<file path="config.mk">
export PLATFORM = sky130hd
export DESIGN_NAME = serial_adder
export DESIGN_NICKNAME = d
export VERILOG_FILES = /design/src/rtl/serial_adder_pkg.sv /design/src/rtl/full_adder_cell.sv /design/src/rtl/serial_adder.sv
export SDC_FILE = /design/constraint.sdc
export NUM_CORES = 1
export LEC_CHECK = 0
export CORE_UTILIZATION = 51
export CTS_CLUSTER_SIZE = 28
export DETAILED_ROUTE_END_ITERATION = 6
export GPL_TIMING_DRIVEN = 1
export PLACE_DENSITY = 0.78
export SLEW_MARGIN = 25
export SYNTH_ARGS = -nofsm -noshare
export SYNTH_HDL_FRONTEND = slang
export SYNTH_HIERARCHICAL = 1
export SYNTH_SLANG_ARGS = --single-unit
</file>
<file path="constraint.sdc">
create_clock -name clk -period 1.8 [get_ports clk]
set_clock_uncertainty 0.2 [all_clocks]
set_input_delay 0.36 -clock clk [delete_from_list [all_inputs] [get_ports clk]]
set_output_delay 0.36 -clock clk [all_outputs]
set_load 0.02 [all_outputs]
</file>
<file path="src/rtl/serial_adder_pkg.sv">
// Shared types and constants for the bit-serial adder.
package serial_adder_pkg;

  // Default operand/result width in bits.
  localparam int WIDTH_DEFAULT = 8;

  // Sequencer states.
  typedef enum logic [1:0] {
    IDLE = 2'd0,
    RUN  = 2'd1,
    DONE = 2'd2
  } state_t;

endpackage

</file>
<file path="src/rtl/full_adder_cell.sv">
// One-bit combinational full adder; the serial adder reuses it for every bit.
module full_adder_cell (
  input  logic a,
  input  logic b,
  input  logic cin,
  output logic s,
  output logic cout
);

  assign s    = a ^ b ^ cin;
  assign cout = (a & b) | (a & cin) | (b & cin);

endmodule

</file>
<file path="src/rtl/serial_adder.sv">
// Bit-serial adder: operands are captured on start and summed LSB first,
// one bit per clock, through a single full adder cell.
// Optional feature macro: SERIAL_ADDER_SUB_EN adds a 'sub' input that turns
// the operation into a - b (B inverted, carry-in forced to 1).
module serial_adder
  import serial_adder_pkg::*;
#(
  parameter int WIDTH = WIDTH_DEFAULT
) (
  input  logic             clk,
  input  logic             rst,
  input  logic             start,
  input  logic [WIDTH-1:0] a,
  input  logic [WIDTH-1:0] b,
  input  logic             c_in,
`ifdef SERIAL_ADDER_SUB_EN
  input  logic             sub,
`endif
  output logic             busy,
  output logic             done,
  output logic [WIDTH-1:0] sum,
  output logic             c_out
);

  localparam int CNT_W = $clog2(WIDTH) + 1;
  localparam logic [CNT_W-1:0] LAST_BIT = CNT_W'(WIDTH - 1);

  state_t           r_state;
  logic [WIDTH-1:0] r_a;
  logic [WIDTH-1:0] r_b;
  logic [WIDTH-1:0] r_res;
  logic [WIDTH-1:0] r_sum;
  logic [CNT_W-1:0] r_cnt;
  logic             r_carry;
  logic             r_c_out;
  logic             r_busy;
  logic             r_done;

  logic [WIDTH-1:0] w_b_load;
  logic             w_carry_load;
  logic             w_s;
  logic             w_cout;

  // Operand B and the initial carry as they are loaded on the accepting edge.
`ifdef SERIAL_ADDER_SUB_EN
  assign w_b_load     = sub ? ~b : b;
  assign w_carry_load = sub ? 1'b1 : c_in;
`else
  assign w_b_load     = b;
  assign w_carry_load = c_in;
`endif

  full_adder_cell u_fa (
    .a    (r_a[0]),
    .b    (r_b[0]),
    .cin  (r_carry),
    .s    (w_s),
    .cout (w_cout)
  );

  // Sequencer: accept operands, shift one bit per clock, publish the result.
  // NOTE: all state here uses non-blocking assignments so every register
  // samples pre-edge values, exactly like the flops it describes.
  always_ff @(posedge clk) begin
    if (rst) begin
      r_state <= IDLE;
      r_a     <= '0;
      r_b     <= '0;
      r_res   <= '0;
      r_sum   <= '0;
      r_cnt   <= '0;
      r_carry <= 1'b0;
      r_c_out <= 1'b0;
      r_busy  <= 1'b0;
      r_done  <= 1'b0;
    end else begin
      unique case (r_state)
        IDLE, DONE: begin
          r_done <= 1'b0;
          if (start) begin
            r_a     <= a;
            r_b     <= w_b_load;
            r_carry <= w_carry_load;
            r_res   <= '0;
            r_cnt   <= '0;
            r_busy  <= 1'b1;
            r_state <= RUN;
          end else begin
            r_state <= IDLE;
          end
        end
        RUN: begin
          // start is deliberately not looked at here: operands stay frozen.
          r_a     <= r_a >> 1;
          r_b     <= r_b >> 1;
          r_carry <= w_cout;
          r_res   <= {w_s, r_res[WIDTH-1:1]};
          r_cnt   <= r_cnt + CNT_W'(1);
          if (r_cnt == LAST_BIT) begin
            r_sum   <= {w_s, r_res[WIDTH-1:1]};
            r_c_out <= w_cout;
            r_busy  <= 1'b0;
            r_done  <= 1'b1;
            r_state <= DONE;
          end
        end
        default: r_state <= IDLE;
      endcase
    end
  end

  assign busy  = r_busy;
  assign done  = r_done;
  assign sum   = r_sum;
  assign c_out = r_c_out;

endmodule

</file>
## Word level (Yosys, flattened, before mapping)

Cells that the tools add are included.

| cells by class | value |
|---|---|
| add/sub/neg operators | 1 |
| equality and inequality tests | 5 |
| multiplexer cells | 18 |
| bitwise gates (word level) | 7 |
| reduce and logical (&&, ||, !) cells | 7 |

Operator list:

| cell | count |
|---|---|
| case mux 8 bit (2 select lines) | 3 |
| two-way mux 8 bit | 3 |
| case mux 4 bit (2 select lines) | 1 |
| case mux 1 bit (2 select lines) | 3 |
| AND reduction 2 bit | 3 |
| two-way mux 1 bit | 5 |
| adder 4 x 1 -> 4 bit, second input constant | 1 |
| == test 4 x 3 -> 1 bit, second input constant | 1 |
| two-way mux 4 bit | 1 |
| != test 2 bit, second input constant | 2 |
| case mux 2 bit (2 select lines) | 1 |
| AND 1 bit | 3 |
| AND reduction 3 bit | 1 |
| == test 2 x 1 -> 1 bit, second input constant | 1 |
| == test 2 bit, second input constant | 1 |
| logical NOT 2 bit | 1 |
| two-way mux 2 bit | 1 |
| OR 1 bit | 2 |
| nonzero test 2 bit | 1 |
| OR reduction 2 bit | 1 |
| bitwise XOR 1 bit | 2 |

| storage, ports and cells | value |
|---|---|
| flip-flop bits (word level) | 42 |
| input port bits | 20 |

## Longest topological paths before layout

Gate-level depths: netlist of the first run.

| logic depth | value |
|---|---|
| depth in word-level cells | 4 |
| depth in mapped cells | 5 |
| gate-level depth less buffers | 4 |

## By module

Netlist of the first run, hierarchy kept.

By module, submodules not included:

| module | instances | cells each | area an instance (um2) | seq. area each (um2) |
|---|---|---|---|---|
| serial_adder | 1 | 183 | 1731.7 | 820.8 |
| full_adder_cell | 1 | 1 | 20.0 | 0.0 |

## Worst setup path before layout of the first run

No wires, ideal clock.

| path | value |
|---|---|
| path kind | register to register |
| start | reg r_cnt[0] |
| end | reg r_c_out, in the netlist c_out |
| library setup time | 72 ps |
| data arrival time | 1111 ps |
| data required time | 1528 ps |
| path slack | 418 ps |
| stages on the path, launching flop included | 5 |
| path buffers | 0 |
| period minus slack after synthesis | 1382 ps |
| cells stage by stage | dfxtp_1 > ha_1 > nand3b_2 > nor2_8 > mux2i_1 |

| on the way | value |
|---|---|
| word-level cells in the longest chain between the ends | 2 |

Ends and longest elaborated chain:

| element | RTL line | RTL |
|---|---|---|
| from (decl) | serial_adder.sv:33 | `logic [CNT_W-1:0] r_cnt;` |
| from (signal assigned) | serial_adder.sv:98 | `r_cnt <= r_cnt + CNT_W'(1);` |
| == test 4 x 3 -> 1 bit | serial_adder.sv:99 | `if (r_cnt == LAST_BIT) begin` |
| AND reduction 2 bit (no source line) | - |  |
| to (signal assigned) | serial_adder.sv:101 | `r_c_out <= w_cout;` |
| to (decl) | serial_adder.sv:35 | `logic r_c_out;` |

No other way between the ends.
A chain may end at the register's enable or synchronous reset.

## Final worst setup path of the first run

| path | value |
|---|---|
| start | reg r_sum[4], in the netlist sum[4] |
| end | out sum[4] |

RTL lines:

| element | RTL line | RTL |
|---|---|---|
| from (decl) | serial_adder.sv:32 | `logic [WIDTH-1:0] r_sum;` |
| from (signal assigned) | serial_adder.sv:100 | `r_sum <= {w_s, r_res[WIDTH-1:1]};` |
| to (decl) | serial_adder.sv:21 | `output logic [WIDTH-1:0] sum,` |

No word-level cell between the ends.

==> reports/metrics.cfg, run 1 <==
[pwr]
power.density_mw_per_mm2 = 767
worst_ir_drop_vdd_mv = 0.436
fin_total_pwr_mw = 1.63
p_leak_nw = 0.815

[setup_path]
cp_slowest_cell = dfxtp_1
crit_chain = dlygate4sd2_1
r2r_start = r_state[1]
cp_slowest_stage_delay_ns = 0.36
critPathMaxFanout = 2
reg2regPathDepth = 3
end_kind = output port
cp_top_family = flip-flops
path_buf_inv = 1
reg2reg_slack_ns = 0.22
cp_data_required_time_ns = 1.24
path_class = reg -> out
cp-start-kind = flop
regToRegEndpoint = r_cnt[2]
critical_path_arrival_ns = 1.04

[yosys]
synth.top_cell.area_share = 0.469
syn_area_per_cell_sq_um = 9.52
async_flop_share = 0
yosysWarnings = 6
syn-num-nets = 206
synth_top_flop_cell = dfxtp_1
synthTopCellsByArea = dfxtp_1, a21oi_1, nand2b_1
ys_seq_elements = 41
post-synth-top-area-cell = dfxtp_1
synth_edf_count = 0
synth_common_cells = dfxtp_1, a21oi_1, nand3_1, nand2b_1, a22oi_1
synthCells = 184
synth_most_common_cell = dfxtp_1
synth_cell_types = 27
syn-cell-area_sq_mm = 0.00175
synth-seq-area-share = 0.469

[cells_and_area]
design_area_sq_mm = 0.00213
post-route-util = 0.676
areaGrowthSynthToFinish_pct = 21.6
nFillCells = 261
fin_cells = 260
layout-drive-gt1-share = 0.106
layout.nets = 237
antennaDiodeCount = 0

[clock_tree]
clockBufferDepth = 2
numCtsBuffers = 5
path_clk_slew_ns = 0.12
cts_tree = done
clkLatencyLatePin_ns = 0.35
cts_root_buf = clkbuf_4
h-tree-depth = 2
clock-sinks = 41

[hold_path]
whs_path_depth = 2
hold_path.class = reg -> reg
min_to = r_b[1]
min_from = r_b[1]

[timing]
max_freq_ghz = 0.624
setup_violations = 0
fin_ws_ns = 0.198
finalCriticalPeriod_ns = 1.60
worstMarginPinSlew_ns = 0.372
slew_violations = 0
hold_viol_final = 0
period_share = 0.890
rsz0062_at_grt = no
max_slew_margin = 0.752

[global_routing]
top_usage_layer = met2
grt_overflow = 0
grt_pass1_wl_um = 5920
antenna_found_initial = 0
met2_usage = 0.396
grt_use_total = 0.219
use_met3 = 0.0576
grt_max_degree = 34
met1_usage = 0.249
grt_pass1_vias = 1409

[floorplanning]
ios = 31
dieArea_sq_mm = 0.00367
core_sq_mm = 0.00315
chipWidth_um = 60.6
start_util = 0.556
die_h_um = 60.6
num_rows = 20

[detailed_routing]
antenna_left = 0
num_vias = 1454
drt_iter0_drc = 63
drc_errors = 0
drt-total-wl_um = 3610
via_per_inst = 5.59
wl_per_cell_um = 13.9
dr.pass1.iters = 5

[outcome]
outcome = complete, no violations

[placement]
placed_cell_area_sq_mm = 0.00209
gp_congestion = 0.731
post-dp-hpwl_um = 2610
dp.cells = 252
place_ws_ns = -0.114
port_buffers = 30

[job]
cap_violations = 0

[power by group]
group	switching [mW]	total [mW]	internal, mW
Combinational	0.118	0.229	0.111
Sequential	0.0230	0.965	0.942
Clock	0.291	0.440	0.149
Total	0.432	1.63	1.20
[layout by cell type, fill, tap and decap left out, types with 5 or more instances in the layout]
| cell type | n |
|---|---|
| a22oi_1 | 15 |
| nand2b_1 | 21 |
| mux2i_1 | 9 |
| a21oi_1 | 29 |
| nand3_1 | 26 |
| clkbuf_4 | 5 |
| buf_4 | 8 |
| clkdlybuf4s50_1 | 19 |
| dfxtp_1 | 41 |
| nand2_1 | 10 |
| dlygate4sd2_1 | 11 |
[flip-flops by register name, indices dropped and copies added (netlist names)]
signal	count
r_cnt	4
done	1
r_a	8
r_b	8
sum	8
r_state	2
busy	1
c_out	1
r_res	7
r_carry	1
[metal layers]
layer | vias to the layer above | routed length [um]
met1 | 697 | 1620
met4 | 0 | 60
met2 | 38 | 1770
met3 | 7 | 163
li1 | 712 | -
met5 | - | 0
[kinds of logic (layout without fill, tap and decap cells)]
family / after synthesis / count (layout) / synth area share
simple gates: 67 / 67 / 0.220
compound gates: 47 / 47 / 0.161
flops: 41 / 41 / 0.469
buf+inv: 16 / 48 / 0.0650
mux: 11 / 11 / 0.0664
fa+ha+maj: 2 / 2 / 0.0186
[layout make-up]
type                       instances  area (sq um)  area share
tap                               44          55.1      0.0258
multi-input combinational        127           817       0.383
clock inverter                     2          10.0     0.00470
clock buffer                       6          41.3      0.0194
timing repair buffer              40           387       0.181
sequential                        41           821       0.385
[per-stage QoR]
stage / hold slack [ns] / TNS [ns]
after floorplan: 0.246 / 0
after global placement: 0.254 / -0.266
after detailed placement: 0.261 / -1.16
after CTS: 0.279 / 0
after global routing: 0.301 / 0
final: 0.277 / 0
[worst max-delay path by stage]
stage	to	depth (start not counted)	slack [ns]	from
floorplan	c_out	4	0.42	r_cnt[0]
global placement	r_b[4]	5	-0.04	start
detailed placement	r_a[3]	5	-0.11	start
CTS	sum[4]	1	0.19	sum[4]
global route	sum[5]	4	0.12	r_cnt[0]
finish	sum[4]	1	0.20	sum[4]
[timing repair]
item | in CTS | in global routing
resized for setup | 11 | 0
buffers inserted | 0 | 0
hold buffers | 0 | 0
hold endpoints to repair | 0 | 0
endpoints found under the setup margin | 11 | 0
No activity file was read; power rests on OpenSTA's default activity.
==> run 2, diff against run 1 <==
Settings changed: CORE_UTILIZATION 51 to 55, PLACE_DENSITY 0.78 to 0.83.
Clock period 1.8 ns to 1.9 ns, I/O delays scaled along.
==> reports/metrics.cfg, run 2 (synthesized netlist as in run 1, its figures left out) <==
[timing]
hold_viol_final = 0  ; unchanged
finalCriticalPeriod_ns = 1.62
setup_violations = 0  ; unchanged
max_slew_margin = 0.763  ; +0.0110
max_freq_ghz = 0.616
period_share = 0.854
rsz0062_at_grt = no
slew_violations = 0  ; unchanged
finalSetupTns_ns = 0  ; unchanged
worstMarginPinSlew_ns = 0.354  ; -0.0177 ns
whs_ns = 0.278  ; +0.000983 ns

[global_routing]
grt_max_degree = 28  ; -18%
grt_pass1_wl_um = 5600  ; -5.5%
antenna_found_initial = 0  ; unchanged
grt_pass1_vias = 1302  ; -7.6%
grt_use_total = 0.219  ; about the same
grt_overflow = 0  ; unchanged

[setup_path]
crit_chain = dlygate4sd2_1
cp_slowest_cell = dfxtp_1
reg2reg_slack_ns = 0.30  ; +0.08 ns
cp-start-kind = flop
r2r_start = r_cnt[0]
reg2regPathDepth = 4  ; +1
end_kind = output port
critical_path_arrival_ns = 1.04  ; about the same
path_buf_inv = 1  ; unchanged
cp_top_family = flip-flops
cp_slowest_stage_delay_ns = 0.36  ; about the same
endpoint = sum[1]
cp.depth = 1  ; unchanged
critPathLaunch = sum[1]
critPathMaxFanout = 2  ; unchanged
regToRegEndpoint = sum[3]
cp_data_required_time_ns = 1.32  ; +0.08 ns
path_class = reg -> out

[cells_and_area]
layout-drive-gt1-share = 0.111  ; +0.00463
layout.nets = 237  ; unchanged
final_common_cell = dfxtp_1
nFillCells = 232  ; -11%
fin_cells = 260  ; unchanged
antennaDiodeCount = 0  ; unchanged
multiInputGateArea_sq_um = 817  ; unchanged
final-seq-area_sq_um = 821  ; unchanged
mostFrequentLayoutCells = dfxtp_1, a21oi_1, nand3_1
areaGrowthSynthToFinish_pct = 23.9

[pwr]
p_leak_nw = 0.928  ; +14%
p_int_mw = 1.22  ; +1.2%
swShare = 0.251  ; -0.0131
worst_ir_drop_vdd_mv = 0.613  ; +41%
switchingPower_mw = 0.408  ; -5.5%
p_clk_frac = 0.308  ; +0.039
fin_total_pwr_mw = 1.62  ; -0.62%
pwr-share-seq = 0.562  ; -0.029
p_comb_frac = 0.129  ; -0.011
power.density_mw_per_mm2 = 748  ; -2.4%

[clock_tree]
cts_tree = done
cts_root_buf = clkbuf_4
h-tree-depth = 2  ; unchanged
clock-sinks = 41  ; unchanged
clockBufferDepth = 2  ; unchanged
cts_hold_buf = 0  ; unchanged
cts_setup_buffers = 0  ; unchanged
numCtsBuffers = 5  ; unchanged
path_clk_slew_ns = 0.12  ; about the same
clkLatencyLatePin_ns = 0.35  ; about the same

[floorplanning]
start_util = 0.579  ; +0.0230
ios = 31  ; unchanged
num_rows = 20  ; unchanged
chipWidth_um = 58.4  ; -3.6%
core_sq_mm = 0.00303  ; -4.0%
dieArea_sq_mm = 0.00341  ; -7.0%
die_h_um = 58.4  ; -3.6%

[placement]
dp.cells = 252  ; unchanged
port_buffers = 30  ; unchanged
gp_congestion = 0.781  ; +6.9%
post-dp-hpwl_um = 2480  ; -5.0%

[detailed_routing]
antenna_left = 0  ; unchanged
met1_length_um = 1510  ; -6.5%
via_per_inst = 5.55  ; -0.83%
met3_length_um = 171  ; +4.9%
dr.pass1.iters = 4  ; -1
wl_per_cell_um = 13.3  ; -4.3%
num_vias = 1442  ; -0.83%
highest_layer = met4
drt-total-wl_um = 3460  ; -4.3%
wl_met2_um = 1730  ; -2.3%
drc_errors = 0  ; unchanged
drt_iter0_drc = 66  ; +4.8%

[outcome]
outcome = complete, no violations

[job]
cap_violations = 0  ; unchanged

[hold_path]
hold_path.class = reg -> reg

==> run 2: worst register-to-register path, cell delays in order (launching register included) <==
cell	delay, ns
dfxtp_1	0.43
ha_1	0.23
nand3b_2	0.20
nor2_8	0.26
mux2i_1	0.22
==> run 2: per-stage QoR <==
stage                     worst slack [ns]  cell area (sq um)   util
after CTS                          0.00702               2150  0.710
after detailed placement           -0.0434               2080  0.687
after global placement              0.0165               2080  0.687
final                                0.277               2170  0.717
after floorplan                      0.518               1750      -
after global routing                 0.166               2170  0.717
==> run 2: repair_timing <==
item / CTS / global route
pin swaps: 0 / 0
resized for setup: 3 / 8
setup endpoints to repair: 3 / 8
==> run 2: power by group through the flow <==
stage,clock network (mW),registers [mW],logic [mW]
5_1_grt,0.549,0.917,0.229
6_report,0.501,0.913,0.210
3_5_place_dp,0,0.932,0.210
3_3_place_gp,0,0.930,0.203
2_1_floorplan,0,0.929,0.141
4_1_cts,0.508,0.912,0.210
==> run 2: area by class of cell <==
type                            count  share of cell area
Clock inverter                      1             0.00403
Multi-Input combinational cell    127               0.376
Clock buffer                        7              0.0300
Timing Repair Buffer               40               0.186
Tap cell                           44              0.0254
Sequential cell                    41               0.378
==> run 2: worst min path at each step <==
stage                   from        to  slack (ns)  cells past startpoint
finish                sum[0]    sum[0]        0.28                      2
global route          r_b[6]    r_b[6]        0.30                      2
CTS                   r_a[1]    r_a[1]        0.28                      2
detailed placement    r_a[1]    r_a[1]        0.26                      2
global placement      r_b[7]    r_b[7]        0.26                      2
floorplan           r_res[2]  r_res[1]        0.25                      2
==> run 2: layer usage <==
metal | up-vias | global-route usage
li1 | 715 | -
met2 | 42 | 0.374
met1 | 679 | 0.263
met3 | 6 | 0.0659
met5 | - | 0
met4 | 0 | 0.0748
==> run 3, diff against run 2 <==
Settings changed: CORE_UTILIZATION 55 to 30, PLACE_DENSITY 0.83 to unset.
==> reports/metrics.cfg, run 3 (synthesized netlist as in run 1, its figures left out) <==
[clock_tree]
clkLatencyLatePin_ns = 0.29  ; -0.06 ns
h-tree-depth = 2  ; unchanged
numCtsBuffers = 5  ; unchanged
cts_resized = 0  ; -3
clockBufferDepth = 2  ; unchanged
cts_tree = done
path_clk_slew_ns = 0.08  ; -0.04 ns
clock-sinks = 41  ; unchanged
cts_hold_buf = 0  ; unchanged
cts_setup_buffers = 0  ; unchanged
cts_root_buf = clkbuf_8

[floorplanning]
num_rows = 27  ; +35%
start_util = 0.314  ; -0.264
chipWidth_um = 78.4  ; +34%
die_h_um = 78.4  ; +34%
ios = 31  ; unchanged
core_sq_mm = 0.00557  ; +84%
dieArea_sq_mm = 0.00615  ; +80%

[detailed_routing]
num_vias = 1397  ; -3.1%
drc_errors = 0  ; unchanged
drt-total-wl_um = 3460  ; +0.12%
antenna_left = 0  ; unchanged
wl_per_cell_um = 12.0  ; -9.9%
drt_iter0_drc = 63  ; -4.5%
via_per_inst = 4.83  ; -13%
dr.pass1.iters = 4  ; unchanged

[hold_path]
whs_path_depth = 2  ; unchanged
hold_path.class = reg -> reg

[placement]
gp_congestion = 0.721  ; -7.8%
port_buffers = 30  ; unchanged
post-dp-hpwl_um = 2280  ; -8.1%

[timing]
setup_violations = 0  ; unchanged
rsz0062_at_grt = no
finalSetupTns_ns = 0  ; unchanged
hold_viol_final = 0  ; unchanged
max_slew_margin = 0.850  ; +0.0867
finalCriticalPeriod_ns = 1.81  ; +0.186 ns
max_freq_ghz = 0.553  ; -10%
period_share = 0.952  ; +0.0981
slew_violations = 0  ; unchanged
worstMarginPinSlew_ns = 0.224  ; -0.130 ns

[cells_and_area]
areaGrowthSynthToFinish_pct = 28.5
layout-drive-gt1-share = 0.115  ; +0.00410
layout.nets = 238  ; +0.42%
final_common_cell = dfxtp_1
mostFrequentLayoutCells = dfxtp_1, clkdlybuf4s50_1, a21oi_1
nFillCells = 563  ; +140%
antennaDiodeCount = 0  ; unchanged

[pwr]
p_leak_nw = 0.791  ; -15%
worst_ir_drop_vdd_mv = 0.474  ; -23%
power.density_mw_per_mm2 = 814  ; +8.9%
fin_total_pwr_mw = 1.83  ; +13%

[setup_path]
cp_slowest_cell = clkdlybuf4s50_1
cp_top_family = buffers and inverters
critical_path_arrival_ns = 1.23  ; +0.19 ns
cp_slowest_stage_delay_ns = 0.60  ; +0.24 ns
reg2regPathDepth = 4  ; unchanged
crit_chain = clkdlybuf4s50_1
critPathMaxFanout = 2  ; unchanged
cp_data_required_time_ns = 1.32  ; about the same
end_kind = output port
path_class = reg -> out
cp.depth = 1  ; unchanged
path_buf_inv = 1  ; unchanged
cp-start-kind = flop

[global_routing]
grt_use_total = 0.120  ; -0.0992
antenna_found_initial = 0  ; unchanged
grt_max_degree = 28  ; unchanged
grt_pass1_wl_um = 5760  ; +3.0%
grt_overflow = 0  ; unchanged
grt_pass1_vias = 1286  ; -1.2%

[outcome]
outcome = complete, no violations

[job]
cap_violations = 0  ; unchanged

[run 3: cell type report]
type | instances | area, sq um | share of cell area
multi-input combinational | 127 | 817 | 0.363
clock buffer | 5 | 68.8 | 0.0306
tap | 72 | 90.1 | 0.0400
clock inverter | 3 | 46.3 | 0.0206
sequential | 41 | 821 | 0.365
timing repair buffer | 41 | 408 | 0.181
[run 3: tightest hold or removal path, stage by stage (launching register included)]
cell	delay (ns)
dfxtp_1	0.31
nand3_1	0.06
a21oi_1	0.06
[run 3: layer usage]
layer / wire length (um) / part of all wire / track usage
met1: 1750 / 0.51 / 0.153
met2: 1530 / 0.44 / 0.185
met3: 142 / 0.041 / 0.0384
met4: 37 / 0.011 / 0.0500
met5: 0 / 0 / 0
[run 3: worst paths after layout]
| check | from | slack [ns] | end |
|---|---|---|---|
| hold reg to reg | r_b[3] | 0.27 | r_b[3] |
| setup reg to reg | r_cnt[0] | 0.36 | sum[4] |
| hold / removal | r_b[3] | 0.27 | r_b[3] |
| setup / recovery | done | 0.09 | done |
[run 3: through the flow]
stage | instance area, sq um | setup WS (ns) | util | instances | hold WS, ns
3_5_place_dp | 2140 | 0.00577 | 0.383 | 281 | 0.258
3_3_place_gp | 2140 | 0.0603 | 0.383 | 281 | 0.253
4_1_cts | 2250 | 0.0709 | 0.404 | 289 | 0.270
2_1_floorplan | 1750 | 0.518 | - | 184 | 0.246
5_1_grt | 2250 | 0.0322 | 0.404 | 289 | 0.290
6_report | 2250 | 0.0903 | 0.404 | 289 | 0.265
[run 3: where the power goes]
group	total (mW)	leakage [nW]	switching, mW	internal [mW]
registers	0.911	0.334	0.0201	0.891
clock network	0.705	0.0543	0.312	0.393
logic	0.216	0.402	0.110	0.107
